--- src/rtl/camera_stream_pkg.sv ---
// Shared definitions for the camera stream: control-word encodings, parser
// states and error causes. Used by the parser and by the pattern generator.
package camera_stream_pkg;
   localparam logic [16:0] CW_FRAME_START = 17'h10000;
   localparam logic [16:0] CW_ROW_START   = 17'h10001;
   localparam logic [16:0] CW_FRAME_DONE  = 17'h1FFFF;

   typedef enum logic [1:0] {
      ST_WAIT_FRAME,
      ST_WAIT_ROW,
      ST_ROW,
      ST_WAIT_ROW_OR_DONE
   } parser_state_t;

   typedef enum logic [2:0] {
      ERR_NONE             = 3'd0,
      ERR_FRAME_RESTART    = 3'd1,
      ERR_ROW_SHORT        = 3'd2,
      ERR_PIXEL_UNEXPECTED = 3'd3,
      ERR_DONE_EARLY       = 3'd4,
      ERR_UNKNOWN_CTRL     = 3'd5,
      ERR_ROW_START_EXTRA  = 3'd6
   } err_code_t;
endpackage

--- src/rtl/frame_stream_parser_if.sv ---
// Stream-side bundle of the parser: FIFO read port, pixel output handshake and
// status pulses. master = parser, slave = surrounding system.
interface frame_stream_parser_if;
   logic        queue_empty;
   logic [16:0] queue_data;
   logic        queue_rd_en;
   logic [15:0] pixel_data;
   logic [10:0] pixel_x;
   logic [10:0] pixel_y;
   logic        pixel_valid;
   logic        pixel_ready;
   logic        frame_start;
   logic        frame_done;
   logic        stream_error;
   logic [2:0]  error_code;

   modport master (
      input  queue_empty, queue_data, pixel_ready,
      output queue_rd_en, pixel_data, pixel_x, pixel_y, pixel_valid,
             frame_start, frame_done, stream_error, error_code
   );
   modport slave (
      output queue_empty, queue_data, pixel_ready,
      input  queue_rd_en, pixel_data, pixel_x, pixel_y, pixel_valid,
             frame_start, frame_done, stream_error, error_code
   );
endinterface

--- src/rtl/queue_read_stage.sv ---
// Turns the 1-cycle-latency FIFO read port into a valid/ready stream using a
// single skid entry; FIFO data passes straight through when downstream is ready.
module queue_read_stage (
   input  logic        clk,
   input  logic        reset_n,
   input  logic        i_queue_empty,
   input  logic [16:0] i_queue_data,
   output logic        o_queue_rd_en,
   output logic        o_valid,
   output logic [16:0] o_data,
   input  logic        i_ready
);
   logic        r_inflight;
   logic        r_skid_vld;
   logic [16:0] r_skid;

   // A word still in flight and not taken this cycle will occupy the skid
   // next cycle, so another read now would have nowhere to land.
   assign o_queue_rd_en = reset_n && !i_queue_empty && !r_skid_vld &&
                          !(r_inflight && !i_ready);

   assign o_valid = r_skid_vld | r_inflight;
   assign o_data  = r_skid_vld ? r_skid : i_queue_data;

   always_ff @(posedge clk or negedge reset_n) begin
      if (!reset_n) begin
         r_inflight <= 1'b0;
         r_skid_vld <= 1'b0;
         r_skid     <= '0;
      end else begin
         r_inflight <= o_queue_rd_en;
         if (r_skid_vld) begin
            if (i_ready) r_skid_vld <= 1'b0;
         end else if (r_inflight && !i_ready) begin
            r_skid_vld <= 1'b1;
            r_skid     <= i_queue_data;
         end
      end
   end
endmodule

--- src/rtl/frame_stream_parser.sv ---
// Parses the 17-bit camera word stream into (x, y, RGB565) beats, framing
// pulses and error reports.
module frame_stream_parser
   import camera_stream_pkg::*;
#(
   parameter int FRAME_WIDTH  = 480,
   parameter int FRAME_HEIGHT = 272
) (
   input  logic                  clk,
   input  logic                  reset_n,
   frame_stream_parser_if.master bus
);
   localparam logic [10:0] LAST_COL = 11'(FRAME_WIDTH - 1);
   localparam logic [10:0] LAST_ROW = 11'(FRAME_HEIGHT - 1);

   logic          w_in_vld, w_in_rdy, w_take, w_is_pix;
   logic [16:0]   w_in_data;
   parser_state_t r_state, w_state_nx;
   logic [10:0]   r_row, r_col, w_row_nx, w_col_nx;
   logic          w_emit, w_fs, w_fd, w_err;
   err_code_t     w_code, r_err_code;
   logic          r_pix_vld, r_fs, r_fd, r_err;
   logic [15:0]   r_pix_data;
   logic [10:0]   r_pix_x, r_pix_y;

   queue_read_stage u_read (
      .clk           (clk),
      .reset_n       (reset_n),
      .i_queue_empty (bus.queue_empty),
      .i_queue_data  (bus.queue_data),
      .o_queue_rd_en (bus.queue_rd_en),
      .o_valid       (w_in_vld),
      .o_data        (w_in_data),
      .i_ready       (w_in_rdy)
   );

   // Only an in-row pixel needs the output register; everything else is
   // consumed immediately, even while a beat is stalled.
   assign w_is_pix = ~w_in_data[16];
   assign w_in_rdy = !(w_is_pix && r_state == ST_ROW) || !r_pix_vld || bus.pixel_ready;
   assign w_take   = w_in_vld && w_in_rdy;

   always_comb begin
      w_state_nx = r_state;
      w_row_nx   = r_row;
      w_col_nx   = r_col;
      w_emit     = 1'b0;
      w_fs       = 1'b0;
      w_fd       = 1'b0;
      w_err      = 1'b0;
      w_code     = ERR_NONE;
      if (w_take) begin
         if (w_in_data == CW_FRAME_START) begin
            w_err      = (r_state != ST_WAIT_FRAME);
            w_code     = ERR_FRAME_RESTART;
            w_fs       = 1'b1;
            w_row_nx   = '0;
            w_col_nx   = '0;
            w_state_nx = ST_WAIT_ROW;
         end else begin
            case (r_state)
               ST_WAIT_ROW: begin
                  if (w_in_data == CW_ROW_START) begin
                     w_col_nx   = '0;
                     w_state_nx = ST_ROW;
                  end else begin
                     w_err = 1'b1;
                     if (w_is_pix)                        w_code = ERR_PIXEL_UNEXPECTED;
                     else if (w_in_data == CW_FRAME_DONE) w_code = ERR_DONE_EARLY;
                     else                                 w_code = ERR_UNKNOWN_CTRL;
                  end
               end
               ST_ROW: begin
                  if (w_is_pix) begin
                     w_emit = 1'b1;
                     if (r_col == LAST_COL) begin
                        w_col_nx = '0;
                        if (r_row == LAST_ROW) begin
                           w_state_nx = ST_WAIT_ROW_OR_DONE;
                        end else begin
                           w_row_nx   = r_row + 11'd1;
                           w_state_nx = ST_WAIT_ROW;
                        end
                     end else begin
                        w_col_nx = r_col + 11'd1;
                     end
                  end else begin
                     w_err = 1'b1;
                     if (w_in_data == CW_ROW_START || w_in_data == CW_FRAME_DONE)
                        w_code = ERR_ROW_SHORT;
                     else
                        w_code = ERR_UNKNOWN_CTRL;
                  end
               end
               ST_WAIT_ROW_OR_DONE: begin
                  if (w_in_data == CW_FRAME_DONE) begin
                     w_fd       = 1'b1;
                     w_state_nx = ST_WAIT_FRAME;
                  end else begin
                     w_err = 1'b1;
                     if (w_is_pix)                       w_code = ERR_PIXEL_UNEXPECTED;
                     else if (w_in_data == CW_ROW_START) w_code = ERR_ROW_START_EXTRA;
                     else                                w_code = ERR_UNKNOWN_CTRL;
                  end
               end
               default: ;
            endcase
            if (w_err) w_state_nx = ST_WAIT_FRAME;
         end
      end
   end

   always_ff @(posedge clk or negedge reset_n) begin
      if (!reset_n) begin
         r_state    <= ST_WAIT_FRAME;
         r_row      <= '0;
         r_col      <= '0;
         r_pix_vld  <= 1'b0;
         r_pix_data <= '0;
         r_pix_x    <= '0;
         r_pix_y    <= '0;
         r_fs       <= 1'b0;
         r_fd       <= 1'b0;
         r_err      <= 1'b0;
         r_err_code <= ERR_NONE;
      end else begin
         r_state <= w_state_nx;
         r_row   <= w_row_nx;
         r_col   <= w_col_nx;
         r_fs    <= w_fs;
         r_fd    <= w_fd;
         r_err   <= w_err;
         if (w_err) r_err_code <= w_code;
         if (w_emit) begin
            r_pix_vld  <= 1'b1;
            r_pix_data <= w_in_data[15:0];
            r_pix_x    <= r_col;
            r_pix_y    <= r_row;
         end else if (bus.pixel_ready) begin
            r_pix_vld <= 1'b0;
         end
      end
   end

   assign bus.pixel_valid  = r_pix_vld;
   assign bus.pixel_data   = r_pix_data;
   assign bus.pixel_x      = r_pix_x;
   assign bus.pixel_y      = r_pix_y;
   assign bus.frame_start  = r_fs;
   assign bus.frame_done   = r_fd;
   assign bus.stream_error = r_err;
   assign bus.error_code   = r_err_code;
endmodule

--- src/flat_wrapper.sv ---
// flat-port wrapper written by rule: the top's interface ports become plain ports
module frame_stream_parser_flat import camera_stream_pkg::*;
#(
   parameter int FRAME_WIDTH  = 480,
   parameter int FRAME_HEIGHT = 272
)
  (clk, reset_n, bus_queue_empty, bus_queue_data, bus_pixel_ready, bus_queue_rd_en, bus_pixel_data, bus_pixel_x, bus_pixel_y, bus_pixel_valid, bus_frame_start, bus_frame_done, bus_stream_error, bus_error_code);
  frame_stream_parser_if bus_i ();
  input  logic clk;
  input  logic reset_n;
  input wire logic [$bits(bus_i.queue_empty)-1:0] bus_queue_empty;
  input wire logic [$bits(bus_i.queue_data)-1:0] bus_queue_data;
  input wire logic [$bits(bus_i.pixel_ready)-1:0] bus_pixel_ready;
  output wire logic [$bits(bus_i.queue_rd_en)-1:0] bus_queue_rd_en;
  output wire logic [$bits(bus_i.pixel_data)-1:0] bus_pixel_data;
  output wire logic [$bits(bus_i.pixel_x)-1:0] bus_pixel_x;
  output wire logic [$bits(bus_i.pixel_y)-1:0] bus_pixel_y;
  output wire logic [$bits(bus_i.pixel_valid)-1:0] bus_pixel_valid;
  output wire logic [$bits(bus_i.frame_start)-1:0] bus_frame_start;
  output wire logic [$bits(bus_i.frame_done)-1:0] bus_frame_done;
  output wire logic [$bits(bus_i.stream_error)-1:0] bus_stream_error;
  output wire logic [$bits(bus_i.error_code)-1:0] bus_error_code;
  assign bus_i.queue_empty = bus_queue_empty;
  assign bus_i.queue_data = bus_queue_data;
  assign bus_i.pixel_ready = bus_pixel_ready;
  assign bus_queue_rd_en = bus_i.queue_rd_en;
  assign bus_pixel_data = bus_i.pixel_data;
  assign bus_pixel_x = bus_i.pixel_x;
  assign bus_pixel_y = bus_i.pixel_y;
  assign bus_pixel_valid = bus_i.pixel_valid;
  assign bus_frame_start = bus_i.frame_start;
  assign bus_frame_done = bus_i.frame_done;
  assign bus_stream_error = bus_i.stream_error;
  assign bus_error_code = bus_i.error_code;
  frame_stream_parser #(.FRAME_WIDTH(FRAME_WIDTH), .FRAME_HEIGHT(FRAME_HEIGHT)) u_core (.clk(clk), .reset_n(reset_n), .bus(bus_i));
endmodule
--- config.mk ---
export PLATFORM = sky130hd
export DESIGN_NAME = frame_stream_parser_flat
export DESIGN_NICKNAME = d
export VERILOG_FILES = /design/src/rtl/camera_stream_pkg.sv /design/src/rtl/frame_stream_parser_if.sv /design/src/rtl/queue_read_stage.sv /design/src/rtl/frame_stream_parser.sv /design/src/flat_wrapper.sv
export SDC_FILE = /design/constraint.sdc
export NUM_CORES = 1
export LEC_CHECK = 0
export ABC_AREA = 1
export CAP_MARGIN = 10
export CORE_MARGIN = 2
export CORE_UTILIZATION = 30
export DETAILED_ROUTE_END_ITERATION = 7
export PLACE_DENSITY = 0.5
export RECOVER_POWER = 100
export SLEW_MARGIN = 20
export SYNTH_ARGS = -nofsm -noshare
export SYNTH_HDL_FRONTEND = slang
export SYNTH_SLANG_ARGS = --single-unit
--- constraint.sdc ---
create_clock -name clk -period 2.2 [get_ports clk]
set_input_delay 0.33 -clock clk [delete_from_list [all_inputs] [get_ports clk]]
set_output_delay 0.33 -clock clk [all_outputs]
set_load 0.1 [all_outputs]
## Word-level counts from Yosys, hierarchy flattened

Index checks and enable logic that the tools add are counted.

| storage, ports and cells | value |
|---|---|
| register bits | 88 |
| input port bits | 21 |
| output and inout port bits | 46 |
| logic and storage cells | 113 |

| operators by class | value |
|---|---|
| add/subtract/negate cells | 2 |
| equal/unequal tests | 16 |
| mux-type cells | 53 |
| bitwise operators | 3 |
| reductions and logical operators | 25 |

Operator list:

| kind | count |
|---|---|
| $mux W11 | 9 |
| $eq A17 B17 Y1 const B | 3 |
| $mux W3 | 8 |
| $mux W1 | 23 |
| $add A11 B1 Y11 const B | 2 |
| $eq A11 B9 Y1 const B | 2 |
| $pmux W11 S2 | 1 |
| $mux W17 | 1 |
| $mux W2 | 8 |
| $pmux W3 S3 | 1 |
| $ne A4 B1 Y1 const B | 2 |
| $ne A4 B4 Y1 const B | 2 |
| $reduce_bool A2 Y1 | 4 |
| $logic_and A1 B1 Y1 | 6 |
| $logic_not A1 Y1 | 6 |
| $pmux W2 S3 | 1 |
| $reduce_and A6 Y1 | 1 |
| $reduce_and A5 Y1 | 1 |
| $reduce_bool A5 Y1 | 1 |
| $eq A2 B2 Y1 const B | 2 |
| $reduce_and A4 Y1 | 1 |
| $logic_or A1 B1 Y1 | 3 |
| $ne A3 B1 Y1 const B | 1 |
| $ne A3 B3 Y1 const B | 1 |
| other kinds (8) | 9 |

## Logic depth before layout (Yosys ltp)

Gate-level depths: netlist of run 1.

| logic depth | value |
|---|---|
| word-level depth | 10 |
| gate-level depth with buffers | 15 |

## By module

A second synthesis of run 1 with hierarchy kept.

| unflattened totals | value |
|---|---|
| cell total of the unflattened synthesis | 596 |
| area total of the unflattened synthesis | 4732.0 sq um |

Modules (own cells, without submodules):

| module | instances | cells an instance | area each (sq um) | sequential area each (sq um) |
|---|---|---|---|---|
| frame_stream_parser | 1 | 456 | 3668.5 | 1726.7 |
| queue_read_stage | 1 | 140 | 1063.5 | 475.5 |

## Worst setup path before layout of run 1

No wires, ideal clock.

| path | value |
|---|---|
| path kind | reg2out |
| start | register u_core.r_pix_vld (netlist: u_core.bus.pixel_valid) |
| end | output bus_queue_rd_en |
| arrival time | 1.733 ns |
| slack | 0.137 ns |
| cell stages (with the launch flop) | 4 |
| buffers on the path | 0 |
| cell sequence | dfrtp_1 nand4_1 nand3_1 inv_1 |

| between the ends | value |
|---|---|
| longest elaborated chain between the ends | 7 |

RTL lines:

| item | line | source |
|---|---|---|
| from (decl) | frame_stream_parser.sv:22 | `logic r_pix_vld, r_fs, r_fd, r_err;` |
| from (signal assigned) | frame_stream_parser.sv:118 | `r_pix_vld <= 1'b0;` |
| from (signal assigned) | frame_stream_parser.sv:135 | `r_pix_vld <= 1'b1;` |
| from (signal assigned) | frame_stream_parser.sv:140 | `r_pix_vld <= 1'b0;` |
| $logic_not A1 Y1 | frame_stream_parser.sv:40 | `assign w_in_rdy = !(w_is_pix && r_state == ST_ROW) \|\| !r_pix_vld \|\| bus.pixel_ready;` |
| $logic_or A1 B1 Y1 (2 in a row) | frame_stream_parser.sv:40 |  |
| $logic_not A1 Y1 | queue_read_stage.sv:20 | `!(r_inflight && !i_ready);` |
| $logic_and A1 B1 Y1 | queue_read_stage.sv:20 |  |
| $logic_not A1 Y1 | queue_read_stage.sv:20 |  |
| $logic_and A1 B1 Y1 | queue_read_stage.sv:19 | `assign o_queue_rd_en = reset_n && !i_queue_empty && !r_skid_vld &&` |
| to (decl) | flat_wrapper.sv:14 | `output wire logic [$bits(bus_i.queue_rd_en)-1:0] bus_queue_rd_en;` |

No other way between the ends.

## Final worst setup path of run 1

| path | value |
|---|---|
| start | register u_core.u_read.r_skid_vld |
| end | output bus_queue_rd_en |

| between the ends | value |
|---|---|
| longest elaborated chain between the ends | 10 |

RTL lines:

| item | line | source |
|---|---|---|
| from (decl) | queue_read_stage.sv:14 | `logic r_skid_vld;` |
| from (signal assigned) | queue_read_stage.sv:28 | `r_skid_vld <= 1'b0;` |
| from (signal assigned) | queue_read_stage.sv:33 | `if (i_ready) r_skid_vld <= 1'b0;` |
| from (signal assigned) | queue_read_stage.sv:35 | `r_skid_vld <= 1'b1;` |
| $mux W17 | queue_read_stage.sv:23 | `assign o_data = r_skid_vld ? r_skid : i_queue_data;` |
| $not A1 Y1 | frame_stream_parser.sv:39 | `assign w_is_pix = ~w_in_data[16];` |
| $logic_and A1 B1 Y1 | frame_stream_parser.sv:40 |  |
| $logic_not A1 Y1 | frame_stream_parser.sv:40 |  |
| $logic_or A1 B1 Y1 (2 in a row) | frame_stream_parser.sv:40 |  |
| $logic_not A1 Y1 | queue_read_stage.sv:20 |  |
| $logic_and A1 B1 Y1 | queue_read_stage.sv:20 |  |
| $logic_not A1 Y1 | queue_read_stage.sv:20 |  |
| $logic_and A1 B1 Y1 (*) | queue_read_stage.sv:19 |  |

Mark *: on every way between the ends. The rest lies on a longest branch, timed or not.

==> parameters.txt, run 1 <==
Parameter                              Value

Floorplan
  Die ar.    16400 sq um
  Core Area    15100 sq um
  Die span in y    128 um
  # rows    45
  I/O Pins    67
  Initial cell density of the core    30.5%
  Chip width    128 um

Global route
  Maximum number of pins on one net before global-route repair    89
  Overall routing resource usage    15.4%
  Initial antenna violation count    0
  Vias in the first global route    4082
  First-pass GRT wire length    20.3 mm
  Gr ovfl total    0

STA
  Worst hold margin    0.310 ns
  Setup total negative slack    0 ns
  Max Fclk    476 MHz
  Number of max-slew violations in the final report    0
  Max-Slew Margin vs Limit    20.0%
  Number of hold violations in the final report    0
  Worst Setup Slack, final    0.101 ns
  Worst Tran Pin Value    1.20 ns
  Setup Skew    0.00482 ns
  Final clock period utilization by the worst path    95.4%
  Minimum clock period    2.10 ns
  Final setup violating endpoints    0

Layout
  Footprint of the multi-input gates    2110 sq um
  Filler cell count    1545
  Fraction of the core area covered by cells at the end of the flow    39.1%
  Area taken by flip-flops and latches    2200 sq um
  # nets final    726
  Fraction of final layout cells sized beyond drive strength 1    20.0%
  Growth of design area from synthesis to finish    27.9%
  Ant diodes    0
  Finished layout cell area    5920 sq um

Synth
  Netlist cell types    29
  Post-synthesis async set-or-reset flop share    100%
  Most used flip-flop cell after synthesis    dfrtp_1
  Mean cell area of the mapped netlist    7.59 sq um
  Sequential fraction of the synthesis area    47.6%
  Mapped cell area    4630 sq um
  Synth warnings    0
  Number of flops mapped to enable cells by yosys    0
  Instance count of the mapped netlist    610
  Flops & latches, synth    88
  Net count after synthesis    633

Clock tree
  TritonCTS clock tree    done
  Clock Latency Late Sink    0.34 ns
  CTS buffer count    9
  Maximum level of the CTS H-tree    3
  Largest buffer count on any clock path    2
  CTS Sinks    88
  Clk slew on worst S/H paths    0.06 ns
  Hold-fix buffers, CTS    0
  CTS Root Cell    clkbuf_16

Power
  Pwr dens    910 nW/um^2
  Total leakage power    2.98 nW
  Worst voltage drop across the vdd grid    0.000502 V

Route
  Average routed wire per standard cell    13.3 um
  Via count of the routed design    4133
  DRC errors left    0
  Post-Route WL    11.9 mm
  First-pass iteration count of the detailed router    4
  Starting DRC count in detailed routing    315
  Post-route antenna net violation count    0
  Post-DR vias/cell    4.62

Job
  Max-Cap Viols    0

Placement
  Number of port buffers    66
  Placer congestion estimate    0.853
  Placement-stage cell area    5580 sq um
  Detailed Place HPWL    8.77 mm
  Pre-CTS WS    -0.0381 ns

Hold path
  Class of the tightest hold or removal check    input port to flip-flop

Critical path
  Maximum fanout count along the critical path    23
  Kind of start point of the critical path    flip-flop
  Critical path endpoint category    output port
  Start-to-end type of the worst setup path    flip-flop to output port
  Data required time of the worst path    1.87 ns
  Worst Path Arrival    1.77 ns

Status
  Status    completed
path summary, 6_finish.rpt:
kind / start / endpoint / slack (ns) / depth (start not counted)
max in group asynchronous: reset_n / u_core.u_read.r_skid_vld$_DFF_PN0_ / 1.00 / 2
min reg2reg: u_core.u_read.r_skid[15]$_DFFE_PN0P_ / u_core.u_read.r_skid[15]$_DFFE_PN0P_ / 0.47 / 2
max: u_core.u_read.r_skid_vld$_DFF_PN0_ / bus_queue_rd_en / 0.10 / 9
min: reset_n / u_core.u_read.r_inflight$_DFF_PN0_ / 0.31 / 3
max reg2reg: u_core.u_read.r_skid_vld$_DFF_PN0_ / u_core.r_row[10]$_DFFE_PN0P_ / 0.21 / 12
min in group asynchronous: reset_n / u_core.u_read.r_skid[2]$_DFFE_PN0P_ / 0.39 / 2
critical path, stage by stage, from the launching register on:
cell,delay [ns]
dfrtp_2,0.42
buf_12,0.18
nand2_1,0.07
nand2_2,0.12
nor2_4,0.04
buf_4,0.13
nand4_1,0.08
nand3_1,0.08
inv_1,0.11
buf_12,0.18
synthesized netlist by cell type (3+ instances only):
master,count,area [sq um]
o21ai_1,9,45.0
nor2_2,4,25.0
nand2_2,10,62.6
nand2_1,236,886
inv_2,5,18.8
buf_6,6,67.6
o21ai_0,37,185
xor2_1,6,52.6
clkbuf_1,5,18.8
o21ai_2,14,123
a21oi_1,4,20.0
nor4_1,6,37.5
dfrtp_1,88,2200
nand4_1,16,100
nand3_1,33,165
buf_4,3,22.5
nor3_1,15,75.1
inv_1,52,195
nand3_2,3,30.0
buf_2,4,20.0
nor2_1,43,161
final cells by class:
type,count,area share [%]
Sequential cell,88,37.2
Multi-Input combinational cell,446,35.6
Timing Repair Buffer,100,14.8
Clock buffer,14,4.63
Tap cell,188,3.98
Inverter,57,3.70
Timing Repair inverter,1,0.106
timing repair:
action,in CTS,in global routing
endpoints found under the setup margin,1,7
hold endpoints to repair,0,0
resized for setup,1,10
buffers inserted,0,5
pin swaps,0,3
gates cloned,0,1
flip-flops by register name, indices dropped and copies added (netlist names), 2 cells and up:
signal	cells
u_core.r_col	11
u_core.bus.error_code	3
u_core.bus.pixel_y	11
u_core.u_read.r_skid	17
u_core.bus.pixel_x	11
u_core.r_state	2
u_core.bus.pixel_data	16
u_core.r_row	11
metrics by stage:
step | power (mW) | std cells
2_1_floorplan | 3.42 | 610
3_3_place_gp | 3.93 | 874
3_5_place_dp | 3.96 | 874
4_1_cts | 5.44 | 888
5_1_grt | 5.67 | 894
6_report | 5.38 | 894
cells in the final DEF, fill, tap and decap left out, types with 11 or more instances in the layout:
master,count
o21ai_0,37
nand2_1,235
inv_1,52
o21ai_2,15
nand3_1,33
nand2_2,11
buf_4,74
clkdlybuf4s50_1,19
nand4_1,16
dfrtp_1,87
nor3_1,15
nor2_1,41
cell families after synthesis:
logic type / after synthesis / synth area share (%)
buffers and inverters: 76 / 7.52
AND/OR/NAND/NOR: 372 / 34.8
adder cells (fa/ha/maj): 2 / 0.541
flip-flops: 88 / 47.6
AO/OA/AOI/OAI: 66 / 8.44
XOR/XNOR: 6 / 1.14
routing by layer:
metal,wire [um],up-vias,GRT usage [%]
li1,-,2127,-
met5,0,-,0
met3,413,11,2.67
met2,5620,80,24.9
met4,157,0,5.62
met1,5730,1915,20.8
report_power, final:
part	total, mW	switching [mW]	internal (mW)
Combinational	1.95	1.51	0.447
Sequential	1.97	0.156	1.81
Clock	1.46	0.611	0.847
Power figures use the tool's default switching activity.
==> run 2: changes to the inputs <==
--- a/config.mk
+++ b/config.mk
@@ -7,7 +7,7 @@
 export LEC_CHECK = 0
 export ABC_AREA = 1
 export CAP_MARGIN = 10
-export CORE_MARGIN = 2
+export CORE_MARGIN = 1
 export CORE_UTILIZATION = 30
 export DETAILED_ROUTE_END_ITERATION = 7
 export PLACE_DENSITY = 0.5
==> run 2 against run 1 <==
  * Flip-flop and latch count unchanged
  * Critical path depth down 1
  * Clock power increased by 10%
  * Utilization decreased by 1.3 points
  * Clock skew is 0.0064 ns higher
  * Cell count fell by 0.34%
  * Highest routed layer unchanged
  * Wire length decreased by 0.91%
  * Non-clock buffer count shrank 3
==> parameters.txt, run 2 (same netlist as run 1, synthesis figures left out) <==
Parameter                              Value

Route
  First-pass iteration count of the detailed router    4
  Post-DR vias/cell    4.59
  DRC errors left    0
  Average routed wire per standard cell    13.3 um
  Post-route antenna net violation count    0
  Post-Route WL    11.8 mm
  Via count of the routed design    4094
  Starting DRC count in detailed routing    216

Status
  Status    completed

Critical path
  Launch point of the worst path    u_core.u_read.r_skid_vld$_DFF_PN0_
  Cells traversed along the worst timing path    buf_6 -> nand2_1 -> nand2_2 -> nor2_4 -> nand4_1 -> nand3_1 -> inv_1 -> buf_6
  Highest cell delay on the worst timing path    0.42 ns
  Setup slack on the worst flop-to-flop path    0.19 ns
  Kind of start point of the critical path    flip-flop
  Worst flop-to-flop path startpoint    u_core.u_read.r_skid_vld$_DFF_PN0_
  Start-to-end type of the worst setup path    flip-flop to output port
  Reg-to-reg critical path endpoint    u_core.r_state[1]$_DFFE_PN0P_
  Worst Path Arrival    1.72 ns
  Critical path endpoint category    output port
  Worst path top cell family by delay    buffers and inverters
  Slowest-stage cell, CP    dfrtp_1
  Data required time of the worst path    1.87 ns
  CP most frequent cell    buf_6
  Depth of the worst register-to-register path    12
  Crit path buffers/inverters    3
  Maximum fanout count along the critical path    13

Floorplan
  Initial cell density of the core    30.5%
  Core Area    15100 sq um
  Chip width    126 um
  Die span in y    126 um
  I/O Pins    67
  # rows    45
  Die ar.    15900 sq um

STA
  Final setup violating endpoints    0
  Worst hold margin    0.272 ns
  Setup repair after global routing missed its margin    false
  Worst Tran Pin Value    1.23 ns
  Max-Slew Margin vs Limit    17.9%
  Minimum clock period    2.05 ns
  Number of hold violations in the final report    0
  Setup Skew    0.0112 ns
  Final clock period utilization by the worst path    93.3%
  Max Fclk    487 MHz
  Number of max-slew violations in the final report    0

Clock tree
  Maximum level of the CTS H-tree    3
  Post-CTS Setup Repair Bufs    0
  CTS Sinks    88
  Clock Latency Late Sink    0.35 ns
  Largest buffer count on any clock path    2
  Clk slew on worst S/H paths    0.06 ns
  Hold-fix buffers, CTS    0
  CTS buffer count    9
  CTS Root Cell    clkbuf_16
  TritonCTS clock tree    done

Global route
  Overall routing resource usage    16.0%
  Initial antenna violation count    0
  Maximum number of pins on one net before global-route repair    89
  Vias in the first global route    3970
  Gr ovfl total    0
  First-pass GRT wire length    20.0 mm

Power
  Worst voltage drop across the vdd grid    0.000429 V
  Pwr dens    947 nW/um^2
  Total Power    5.41 mW
  Total leakage power    2.87 nW

Hold path
  Hold path cells    3
  Hold path start    reset_n
  Worst Hold End    u_core.u_read.r_inflight$_DFF_PN0_
  Class of the tightest hold or removal check    input port to flip-flop

Placement
  Detailed Place HPWL    8.67 mm
  Placer congestion estimate    0.851
  Number of port buffers    66
  Cell Count Post-Placement    876
  Placement-stage cell area    5580 sq um

Layout
  Biggest register    u_core.u_read.r_skid
  Non-filler instance count after layout    891
  Area taken by flip-flops and latches    2200 sq um
  Footprint of the multi-input gates    2070 sq um
  Growth of design area from synthesis to finish    23.5%
  Fraction of final layout cells sized beyond drive strength 1    16.5%
  # nets final    722
  Ant diodes    0
  Commonest cells after routing, fill and taps aside    237 x nand2_1, 88 x dfrtp_1, 52 x inv_1
  Leading cell type in the layout, fill and taps excluded    nand2_1
  Finished layout cell area    5710 sq um
  Max FFs per register    17
  Filler cell count    1577

Job
  Max-Cap Viols    0
==> run 2: report_power, final <==
part / total (mW) / internal, mW / switching, mW
logic: 1.84 / 0.342 / 1.50
clock network: 1.61 / 0.986 / 0.628
registers: 1.96 / 1.81 / 0.148
total: 5.41 / 3.14 / 2.27
==> run 2: per-stage QoR <==
stage / TNS [ns] / utilization [%] / setup WS [ns]
6_report: 0 / 37.7 / 0.147
5_1_grt: 0 / 37.7 / 0.0117
4_1_cts: 0 / 38.8 / 0.0567
3_5_place_dp: 0 / 36.8 / 0.0141
3_3_place_gp: -0.00419 / 36.8 / -0.00419
2_1_floorplan: 0 / - / 0.137
==> run 2: worst max path at each step <==
stage                                           end  slack (ns)  depth (start not counted)
4_1_cts                             bus_queue_rd_en        0.06                          8
3_5_place_dp   u_core.bus.error_code[0]$_DFFE_PN0P_        0.01                         14
5_1_grt        u_core.bus.error_code[0]$_DFFE_PN0P_        0.01                         15
2_1_floorplan                       bus_queue_rd_en        0.14                          3
3_3_place_gp   u_core.bus.error_code[0]$_DFFE_PN0P_      -0.004                         14
6_report                            bus_queue_rd_en        0.15                          8
==> run 2: routing by layer <==
metal | global-route usage, % | wire length, um | vias up | share of wire (%)
met5 | 0 | 0 | - | 0
met2 | 24.9 | 5310 | 74 | 45
met1 | 21.7 | 5910 | 1885 | 50
li1 | - | - | 2122 | -
met3 | 2.76 | 384 | 13 | 3.3
met4 | 7.16 | 210 | 0 | 1.8
==> run 2: tightest hold or removal path: stages <==
cell and delay [ns]:
clkbuf_1 0.10, nand3_1 0.08, inv_1 0.06
==> run 2: what timing repair did <==
action / 4_1_cts / 5_1_grt
setup endpoints to repair: 0 / 5
endpoints found under the hold margin: 0 / 0
gates resized for setup: 0 / 6
==> run 2: cell type report <==
cell class,instances,area share [%]
inverters,57,3.79
clock inverters,4,1.23
clock buffers,11,4.07
well taps,188,4.12
flip-flops and latches,88,38.5
multi-input cells,446,36.3
repair buffers,97,12.0
